`config.mk`:
```
export PLATFORM = sky130hd
export DESIGN_NAME = burst_write_issuer
export DESIGN_NICKNAME = d
export VERILOG_FILES = /design/src/rtl/burst_write_issuer_pkg.sv /design/src/rtl/burst_write_issuer_fifo_srl.sv /design/src/rtl/burst_write_issuer.sv
export SDC_FILE = /design/constraint.sdc
export NUM_CORES = 1
export LEC_CHECK = 0
export CORE_AREA = 4 4 499 501
export DETAILED_ROUTE_END_ITERATION = 10
export DIE_AREA = 0 0 503 505
export SETUP_SLACK_MARGIN = 0.4
export SLEW_MARGIN = 30
export SYNTH_ARGS = -nofsm -noshare
export SYNTH_HDL_FRONTEND = slang
export SYNTH_HIERARCHICAL = 1
export SYNTH_SLANG_ARGS = --single-unit
```
`constraint.sdc`:
```
create_clock -name clk -period 6.2 [get_ports clk]
set_input_delay 0.62 -clock clk [delete_from_list [all_inputs] [get_ports clk]]
set_output_delay 0.62 -clock clk [all_outputs]
set_load 0.005 [all_outputs]
```
`src/rtl/burst_write_issuer_pkg.sv`:
```
`default_nettype none
// +----------------------------------------------------------------------+
// | burst_write_issuer_pkg                                               |
// | AXI constants, response-word layout and W-path state encoding.       |
// | Rev 1.0                                                              |
// +----------------------------------------------------------------------+
package burst_write_issuer_pkg;

  localparam logic [1:0] AXI_BURST_INCR = 2'b01;
  localparam logic [1:0] AXI_RESP_OKAY  = 2'b00;

  // resp word is {err, beats}; beats carries one extra bit so len=max+1 fits
  localparam int RESP_ERR_W         = 1;
  localparam int RESP_BEATS_EXTRA_W = 1;

  typedef enum logic [0:0] {
    W_IDLE  = 1'b0,
    W_BURST = 1'b1
  } w_state_e;

endpackage
`default_nettype wire

```
`src/rtl/burst_write_issuer_fifo_srl.sv`:
```
`default_nettype none
// +----------------------------------------------------------------------+
// | fifo_srl                                                             |
// | Shift-register first-word-fall-through FIFO.                         |
// | Rev 1.0                                                              |
// +----------------------------------------------------------------------+
module fifo_srl #(
  parameter int DEPTH = 16,
  parameter int WIDTH = 8
) (
  input  logic             clk,
  input  logic             rst_n,
  input  logic [WIDTH-1:0] i_din,
  input  logic             i_push,
  input  logic             i_pop,
  output logic [WIDTH-1:0] o_dout,
  output logic             o_empty,
  output logic             o_full
);

  localparam int                 c_IDX_W = $clog2(DEPTH);
  localparam logic [c_IDX_W:0]   c_FULL  = (c_IDX_W + 1)'(DEPTH);

  logic [WIDTH-1:0]   r_mem [DEPTH];
  logic [c_IDX_W:0]   r_count;
  logic [c_IDX_W-1:0] w_rd_idx;
  logic               w_push;
  logic               w_pop;

  assign o_empty  = (r_count == '0);
  assign o_full   = (r_count == c_FULL);
  assign w_push   = i_push && !o_full;
  assign w_pop    = i_pop && !o_empty;
  // newest entry sits at index 0, so the oldest is at count-1
  assign w_rd_idx = r_count[c_IDX_W-1:0] - c_IDX_W'(1);
  assign o_dout   = r_mem[w_rd_idx];

  always_ff @(posedge clk) begin
    if (w_push) begin
      r_mem[0] <= i_din;
      for (int i = 1; i < DEPTH; i++) begin
        r_mem[i] <= r_mem[i-1];
      end
    end
  end

  always_ff @(posedge clk) begin
    if (!rst_n) begin
      r_count <= '0;
    end else begin
      case ({w_push, w_pop})
        2'b10:   r_count <= r_count + (c_IDX_W + 1)'(1);
        2'b01:   r_count <= r_count - (c_IDX_W + 1)'(1);
        default: r_count <= r_count;
      endcase
    end
  end

endmodule
`default_nettype wire

```
`src/rtl/burst_write_issuer.sv`:
```
`default_nettype none
// +----------------------------------------------------------------------+
// | burst_write_issuer                                                   |
// | Turns {len, addr} requests plus a beat stream into AXI4 write bursts.|
// | Rev 1.0                                                              |
// +----------------------------------------------------------------------+
module burst_write_issuer
  import burst_write_issuer_pkg::*;
#(
  parameter int ADDR_WIDTH      = 64,
  parameter int DATA_WIDTH      = 512,
  parameter int BURST_LEN_WIDTH = 8,
  parameter int MAX_OUTSTANDING = 16
) (
  input  logic                                  clk,
  input  logic                                  rst_n,
  input  logic [BURST_LEN_WIDTH+ADDR_WIDTH-1:0] addr_dout,
  input  logic                                  addr_empty_n,
  output logic                                  addr_read,
  input  logic [BURST_LEN_WIDTH-1:0]            burst_len_dout,
  input  logic                                  burst_len_empty_n,
  output logic                                  burst_len_read,
  input  logic [DATA_WIDTH-1:0]                 data_dout,
  input  logic                                  data_empty_n,
  output logic                                  data_read,
  output logic [ADDR_WIDTH-1:0]                 m_axi_awaddr,
  output logic [BURST_LEN_WIDTH-1:0]            m_axi_awlen,
  output logic [2:0]                            m_axi_awsize,
  output logic [1:0]                            m_axi_awburst,
  output logic                                  m_axi_awvalid,
  input  logic                                  m_axi_awready,
  output logic [DATA_WIDTH-1:0]                 m_axi_wdata,
  output logic [DATA_WIDTH/8-1:0]               m_axi_wstrb,
  output logic                                  m_axi_wlast,
  output logic                                  m_axi_wvalid,
  input  logic                                  m_axi_wready,
  input  logic [1:0]                            m_axi_bresp,
  input  logic                                  m_axi_bvalid,
  output logic                                  m_axi_bready,
  output logic [BURST_LEN_WIDTH+RESP_ERR_W+RESP_BEATS_EXTRA_W-1:0] resp_din,
  input  logic                                  resp_full_n,
  output logic                                  resp_write
);

  localparam int               c_OUT_W   = $clog2(MAX_OUTSTANDING) + 1;
  localparam logic [c_OUT_W-1:0] c_MAX_OUT = c_OUT_W'(MAX_OUTSTANDING);
  localparam logic [2:0]       c_AWSIZE  = 3'($clog2(DATA_WIDTH / 8));

  logic                       r_awvalid;
  logic [ADDR_WIDTH-1:0]      r_awaddr;
  logic [BURST_LEN_WIDTH-1:0] r_awlen;
  logic [c_OUT_W-1:0]         r_outstanding;
  w_state_e                   r_wstate;
  logic [BURST_LEN_WIDTH-1:0] r_beats_left;

  logic                       w_can_load;
  logic [BURST_LEN_WIDTH-1:0] w_req_len;
  logic [BURST_LEN_WIDTH-1:0] w_len_dout;
  logic                       w_len_empty;
  logic                       w_len_full;
  logic                       w_in_burst;
  logic                       w_w_hs;
  logic                       w_b_hs;
  logic [BURST_LEN_WIDTH:0]   w_beats;

  // ---------------- AW path ----------------
  assign w_req_len  = addr_dout[ADDR_WIDTH +: BURST_LEN_WIDTH];
  assign w_can_load = (!r_awvalid || m_axi_awready) && addr_empty_n &&
                      (r_outstanding < c_MAX_OUT) && !w_len_full;
  assign addr_read  = rst_n && w_can_load;

  always_ff @(posedge clk) begin
    if (!rst_n) begin
      r_awvalid <= 1'b0;
      r_awaddr  <= '0;
      r_awlen   <= '0;
    end else if (w_can_load) begin
      r_awvalid <= 1'b1;
      r_awaddr  <= addr_dout[ADDR_WIDTH-1:0];
      r_awlen   <= w_req_len;
    end else if (m_axi_awready) begin
      r_awvalid <= 1'b0;
    end
  end

  assign m_axi_awvalid = rst_n && r_awvalid;
  assign m_axi_awaddr  = r_awaddr;
  assign m_axi_awlen   = r_awlen;
  assign m_axi_awsize  = c_AWSIZE;
  assign m_axi_awburst = AXI_BURST_INCR;

  // ---------------- W path ----------------
  assign burst_len_read = rst_n && (r_wstate == W_IDLE) && burst_len_empty_n;
  assign w_in_burst     = rst_n && (r_wstate == W_BURST);
  assign m_axi_wvalid   = w_in_burst && data_empty_n;
  assign m_axi_wdata    = data_dout;
  assign m_axi_wstrb    = '1;
  assign m_axi_wlast    = w_in_burst && (r_beats_left == '0);
  assign w_w_hs         = m_axi_wvalid && m_axi_wready;
  assign data_read      = w_w_hs;

  always_ff @(posedge clk) begin
    if (!rst_n) begin
      r_wstate     <= W_IDLE;
      r_beats_left <= '0;
    end else begin
      case (r_wstate)
        W_IDLE: begin
          if (burst_len_empty_n) begin
            r_beats_left <= burst_len_dout;
            r_wstate     <= W_BURST;
          end
        end
        W_BURST: begin
          if (w_w_hs) begin
            if (r_beats_left == '0) begin
              r_wstate <= W_IDLE;
            end else begin
              r_beats_left <= r_beats_left - BURST_LEN_WIDTH'(1);
            end
          end
        end
        default: r_wstate <= W_IDLE;
      endcase
    end
  end

  // ---------------- B path ----------------
  fifo_srl #(
    .DEPTH (MAX_OUTSTANDING),
    .WIDTH (BURST_LEN_WIDTH)
  ) u_len_fifo (
    .clk     (clk),
    .rst_n   (rst_n),
    .i_din   (w_req_len),
    .i_push  (addr_read),
    .i_pop   (w_b_hs),
    .o_dout  (w_len_dout),
    .o_empty (w_len_empty),
    .o_full  (w_len_full)
  );

  assign m_axi_bready = rst_n && resp_full_n && !w_len_empty;
  assign w_b_hs       = m_axi_bvalid && m_axi_bready;
  // widened before the increment so a max-length burst reports 2^BURST_LEN_WIDTH beats
  assign w_beats      = {1'b0, w_len_dout} + (BURST_LEN_WIDTH + 1)'(1);
  assign resp_din     = {(m_axi_bresp != AXI_RESP_OKAY), w_beats};
  assign resp_write   = w_b_hs;

  always_ff @(posedge clk) begin
    if (!rst_n) begin
      r_outstanding <= '0;
    end else begin
      case ({addr_read, w_b_hs})
        2'b10:   r_outstanding <= r_outstanding + c_OUT_W'(1);
        2'b01:   r_outstanding <= r_outstanding - c_OUT_W'(1);
        default: r_outstanding <= r_outstanding;
      endcase
    end
  end

endmodule
`default_nettype wire

```
Word-level counts from Yosys, hierarchy flattened
Memories as Yosys holds them, arrays and structs flattened.
Cells that the tools add are included.
{ "totals": {"latchBits": 0, "wordCells": 66, "mem_bits_ro": 0, "output_inout_bits": 671, "reg_bits": 92, "n_memories": 1, "ram_bits": 128, "input_bits": 603} }
{ "op_classes": {"mul": 0, "reduce_logical": 27, "n_mux": 14, "bitwise": 1, "n_div": 0, "n_eq_ne": 8, "n_addsub": 7, "shift": 0, "order_cmp": 1} }
{ "memory_table": {"columns": ["name", "words", "width", "read_ports", "rd_ports_with_merged_regs", "wr", "line", "rtl"], "rows": [
  ["u_len_fifo.r_mem", 16, 8, 16, 0, 16, "burst_write_issuer_fifo_srl.sv:24", "logic [WIDTH-1:0] r_mem [DEPTH];"]
]} }
{ "op_table": {"columns": ["cell", "n"], "rows": [
  ["2-to-1 mux 8 bit", 3],
  ["case mux 5 bit (2 select lines)", 2],
  ["logical AND 1 bit", 16],
  ["case mux 8 bit (2 select lines)", 1],
  ["adder 5 x 1 -> 5 bit, second input constant", 2],
  ["subtractor 5 x 1 -> 5 bit, second input constant", 2],
  ["adder 8 x 1 -> 9 bit, second input constant", 1],
  ["logical NOT 8 bit", 1],
  ["nonzero test 2 bit", 4],
  ["subtractor 8 x 1 -> 8 bit, second input constant", 1],
  ["2-to-1 mux 1 bit", 7],
  ["inequality test 2 bit, second input constant", 3],
  ["equality test 5 bit, second input constant", 1],
  ["logical NOT 5 bit", 1],
  ["< comparator 5 bit, second input constant", 1],
  ["equality test 2 x 1 -> 1 bit, second input constant", 2],
  ["equality test 2 bit, second input constant", 2],
  ["subtractor 4 x 1 -> 4 bit, second input constant", 1],
  ["logical NOT 1 bit", 3],
  ["AND reduction 3 bit", 1],
  ["case mux 1 bit (2 select lines)", 1],
  ["logical OR 1 bit", 1],
  ["inverter 1 bit", 1]
]} }

Logic depth before layout (Yosys ltp)
{ "depth": {"depth_word": 9, "mapped_depth": 19, "mapped_depth_nobuf": 16} }

Cells and area by module
The synthesis kept the hierarchy.
{ "by_module_without_submodules": {"columns": ["mod", "area_per_inst_um2", "seq_area_each_um2", "cells_per_inst", "instances"], "rows": [
  ["burst_write_issuer", 8244.2, 1741.7, 1046, 1],
  ["fifo_srl", 5331.4, 3943.8, 314, 1]
]} }

Least setup slack after synthesis
No wires, ideal clock.
{ "synth_path": {"kind": "register to register", "from": "reg u_len_fifo.r_count[0]", "to": "mem u_len_fifo.r_mem[0][0], enable pin", "arrival_ns": 4.602, "stages_incl_launch_ff": 13, "period_less_slack_ns": 5.083, "path_buffers": 3, "setup_ns": 0.481, "setup_slack_ns": 1.117, "t_required_ns": 5.719, "cell_sequence": "dfxtp_1 -> buf_2 -> inv_1 -> ha_1 -> and4bb_2 -> nor3b_1 -> and2b_1 -> buf_6 -> buf_6 -> nand2_1 -> inv_1 -> nand2b_1 -> inv_1"} }
{ "synth_rtl": {"columns": ["element", "line", "rtl"], "rows": [
  ["from (decl)", "burst_write_issuer_fifo_srl.sv:25", "logic [c_IDX_W:0] r_count;"],
  ["from (signal assigned)", "burst_write_issuer_fifo_srl.sv:52", "2'b10: r_count <= r_count + (c_IDX_W + 1)'(1);"],
  ["from (signal assigned)", "burst_write_issuer_fifo_srl.sv:53", "2'b01: r_count <= r_count - (c_IDX_W + 1)'(1);"],
  ["from (signal assigned)", "burst_write_issuer_fifo_srl.sv:54", "default: r_count <= r_count;"],
  ["to (decl)", "burst_write_issuer_fifo_srl.sv:24", null]
]} }

Worst setup path after layout
{ "layout_path": {"from": "reg u_len_fifo.r_count[0]", "to": "out resp_din[7]"} }
{ "layout_via": {"elab_chain_cells": 3} }
{ "layout_rtl": {"columns": ["element", "line", "rtl"], "rows": [
  ["subtractor 4 x 1 -> 4 bit", "burst_write_issuer_fifo_srl.sv:35", "assign w_rd_idx = r_count[c_IDX_W-1:0] - c_IDX_W'(1);"],
  ["net u_len_fifo.w_rd_idx[0]", "burst_write_issuer_fifo_srl.sv:26", "logic [c_IDX_W-1:0] w_rd_idx;"],
  ["memory read (16 x 8 bit)", null, null],
  ["net w_len_dout[0]", "burst_write_issuer.sv:58", "logic [BURST_LEN_WIDTH-1:0] w_len_dout;"],
  ["adder 8 x 1 -> 9 bit", "burst_write_issuer.sv:146", "assign w_beats = {1'b0, w_len_dout} + (BURST_LEN_WIDTH + 1)'(1);"],
  ["to (decl)", "burst_write_issuer.sv:40", "output logic [BURST_LEN_WIDTH+RESP_ERR_W+RESP_BEATS_EXTRA_W-1:0] resp_din,"]
]} }
The timed path passes the listed nets, and every way through them passes these cells.

==> impl_metrics.tcl <==
set metrics [dict create \
    grt_pass1_vias 7859 \
    muxShareOfSynthArea_pct 4.06 \
    r2r_slack_ns 1.92 \
    seq_area_mm2 0.00569 \
    coreArea_mm2 0.245 \
    start_util_pct 5.55 \
    critPathRequiredTime_ns 5.58 \
    synth_area_mm2 0.0136 \
    cp-start-kind "flip-flop" \
    synth_top_family_by_area "buffers and inverters" \
    firstDrtPassIters 7 \
    num_rows 182 \
    area_growth_pct 18.7 \
    routedWlPerCell_um 34.1 \
    swShare_pct 26.5 \
    syn_area_per_cell_um2 9.98 \
    hold_buffers 0 \
    die-height_um 505 \
    synthAdderAreaFrac_pct 1.40 \
    cp_slowest_cell "ha_1" \
    synth_common_cells "582 x buf_4, 225 x nand2_1, 128 x edfxtp_1" \
    cts.clk_slew.worst_paths_ns 0.06 \
    synth.most_common_cell "buf_4" \
    grt_max_degree 84 \
    synth.largest_area_cell "buf_4" \
    cp_data_arrival_time_ns 4.62 \
    multi_input_area_mm2 0.00347 \
    p_int_w 0.00297 \
    placed_area_mm2 0.0151 \
    cts-root-buf "clkbuf_16" \
    ys_warn_count 6 \
    ys_ff_latch 220 \
    cts_inserted_buffers 27 \
    cts-htree-levels 1 \
    syn_inst 1360 \
    cap_violations 0 \
    n_fill_cell 28461 \
    worstHoldPathType "flip-flop to flip-flop" \
    cellPowerDensity_mw_per_mm2 251 \
    cp_max_fo 23 \
    gp_congestion 0.763 \
    tightest_slew_ns 0.811 \
    crit_path_start "u_len_fifo/r_count[0]" \
    grt_pass1_wl_mm 163 \
    fp.dieW_um 503 \
    synthFlopType "edfxtp_1" \
    drive_gt1_share_pct 9.32 \
    finalWirelength_mm 145 \
    status "finished, final reports clean" \
    drv_slew 0 \
    worstSetupPathType "flip-flop to output pin" \
    synth_top_area_share_pct 32.2 \
    peakVddDrop_mv 0.166 \
    synthArstFlopShare_pct 0 \
    synth-compound-area-share_pct 7.05 \
    drcViolationCount 0 \
    final_nets 1638 \
    antenna_found_initial 77 \
    r2r_cells 16 \
    p_sw_w 0.00107 \
    grt-ovfl-total 0 \
    r2r-end "u_len_fifo/r_count[4]" \
    p_leak_nw 4.72 \
    fin_area_mm2 0.0161 \
    clk_latency_ns 0.60 \
    r2r_start "u_len_fifo/r_count[0]" \
    crit_end "resp_din[7]" \
    fin_skew_ns 0.0381 \
    cts_tree "built" \
    ant_nets 0 \
    hold_viol_final 0 \
    vias 8481 \
    synth_cell_types 55 \
    cts_setup_buffers 0 \
    timing.slew.headroom_pct 45.9 \
    portBuffers 180 \
    yosys-top-cells-area "buf_4 32%, edfxtp_1 28%, dfxtp_1 14%" \
    setup_violations 0 \
    setup_tns_ns 0 \
    power_frac_comb_pct 15.7 \
    clockBufferDepth 3 \
    viasPerCell 1.99 \
    dp_hpwl_mm 133 \
    ys_seq_area_share_pct 41.9 \
    end_kind "output pin" \
    io-pin-count 1274 \
    timing.fmax_mhz 191 \
    final.min_clock_period_ns 5.24 \
    drt-initial-drc-count 593 \
    power_frac_seq_pct 41.5 \
    grt_setup_unrepaired "no" \
    crit_chain "buf_4, inv_1, ha_1, nor2_1, a221oi_1, a32o_1, and3_1, nand3_1, or2_2, xnor2_1, clkdlybuf4s50_1" \
    clkPwrFrac_pct 42.8 \
    synth_xor_xnor_area_share_pct 1.02 \
    cts.sinks 220 \
    yosys.area_share.simple_pct 9.94 \
    grt_util_all_layers_pct 10.9 \
    slowest_delay_ns 0.86 \
    cts-resized-gates 0 \
    die_area_mm2 0.254 \
    fin_crit_sh_pct 84.5 \
    synth_edf_count 128 \
]
==> how the worst min path moves through the flow <==
stage / from / endpoint / slack [ns] / cells after the start
CTS: u_len_fifo/r_mem[13][5] / u_len_fifo/r_mem[14][5] / 0.45 / 0
global placement: u_len_fifo/r_mem[14][5] / u_len_fifo/r_mem[15][5] / 0.42 / 0
floorplan: u_len_fifo/r_mem[9][0] / u_len_fifo/r_mem[10][0] / 0.42 / 0
finish: u_len_fifo/r_mem[14][3] / u_len_fifo/r_mem[15][3] / 0.45 / 0
global route: u_len_fifo/r_mem[13][2] / u_len_fifo/r_mem[14][2] / 0.45 / 0
detailed placement: u_len_fifo/r_mem[9][3] / u_len_fifo/r_mem[10][3] / 0.43 / 0
==> cells by family (layout without fill, tap and decap cells) <==
group           Yosys count  count (layout)
xor+xnor                 15              15
mux                      35              35
fa+ha+maj                14              14
other cells               2              72
simple gates            306             306
buf+inv                 642             256
compound gates          126             126
flops                   220             220
==> metrics by stage <==
step / worst slack, ns / power, W / instances / util, % / hold WS (ns)
6_report: 0.960 / 0.00404 / 4264 / 6.58 / 0.446
5_1_grt: 0.555 / 0.00425 / 4262 / 6.58 / 0.451
4_1_cts: 0.917 / 0.00412 / 4260 / 6.57 / 0.447
3_5_place_dp: 1.55 / 0.00234 / 4211 / 6.18 / 0.427
3_3_place_gp: 1.54 / 0.00233 / 4211 / 6.18 / 0.424
2_1_floorplan: 1.12 / 0.00231 / 1427 / - / 0.421
==> per-layer routing <==
layer | share of wire (%) | track usage [%] | vias up
met5 | 0.36 | 1.45 | -
met4 | 2.9 | 2.53 | 14
met3 | 43 | 21.9 | 362
met2 | 37 | 14.0 | 1322
met1 | 18 | 5.57 | 3628
li1 | - | - | 3155
==> flip-flops by register name, indices dropped and copies added (netlist names) <==
signal and flops:
r_awvalid 1, u_len_fifo/r_count 5, r_outstanding 5, m_axi_awaddr 64
u_len_fifo/r_mem 128, r_beats_left 8, r_wstate 1, m_axi_awlen 8
==> worst max-delay path, delay by kind of cell (launching register included) <==
family                   cells  cell delay [ns]
flip-flops                   1             0.31
buffers and inverters        3             1.06
adder cells (fa/ha/maj)      1             0.86
AND/OR/NAND/NOR              4             0.98
AO/OA/AOI/OAI                2             0.66
XOR/XNOR                     1             0.14
==> final cells by class <==
cell class                      instances  share of cell area (%)
Antenna cell                            3                  0.0466
Clock buffer                           36                    4.65
Clock inverter                         13                    1.34
Inverter                               16                   0.404
Multi-Input combinational cell        565                    21.5
Sequential cell                       220                    35.3
Tap cell                             3220                    25.0
Timing Repair Buffer                  191                    11.8
==> power groups by stage <==
| stage | Combinational [W] | Sequential, W | Clock [W] |
|---|---|---|---|
| floorplan | 0.000616 | 0.00169 | 0 |
| global placement | 0.000624 | 0.00170 | 0 |
| detailed placement | 0.000630 | 0.00171 | 0 |
| CTS | 0.000634 | 0.00168 | 0.00181 |
| global route | 0.000697 | 0.00168 | 0.00187 |
| finish | 0.000634 | 0.00168 | 0.00173 |
==> cell usage in the layout (no fill, tap or decap), types with 7 or more instances in the layout <==
master,netlist,final
nand2_1,225,225
clkdlybuf4s50_1,0,179
edfxtp_1,128,128
dfxtp_1,92,92
conb_1,2,69
a21boi_0,58,58
clkbuf_16,0,27
nand3_1,24,24
mux2i_1,18,18
mux4_2,16,16
inv_1,16,15
a21boi_1,14,14
and2_1,12,12
o21ai_0,12,12
ha_1,12,12
nor2b_1,10,10
buf_4,582,10
a21oi_1,9,9
a221oi_1,8,8
nor2_1,7,7
xor2_1,7,7
xnor2_1,7,7
Power figures use the tool's default switching activity.
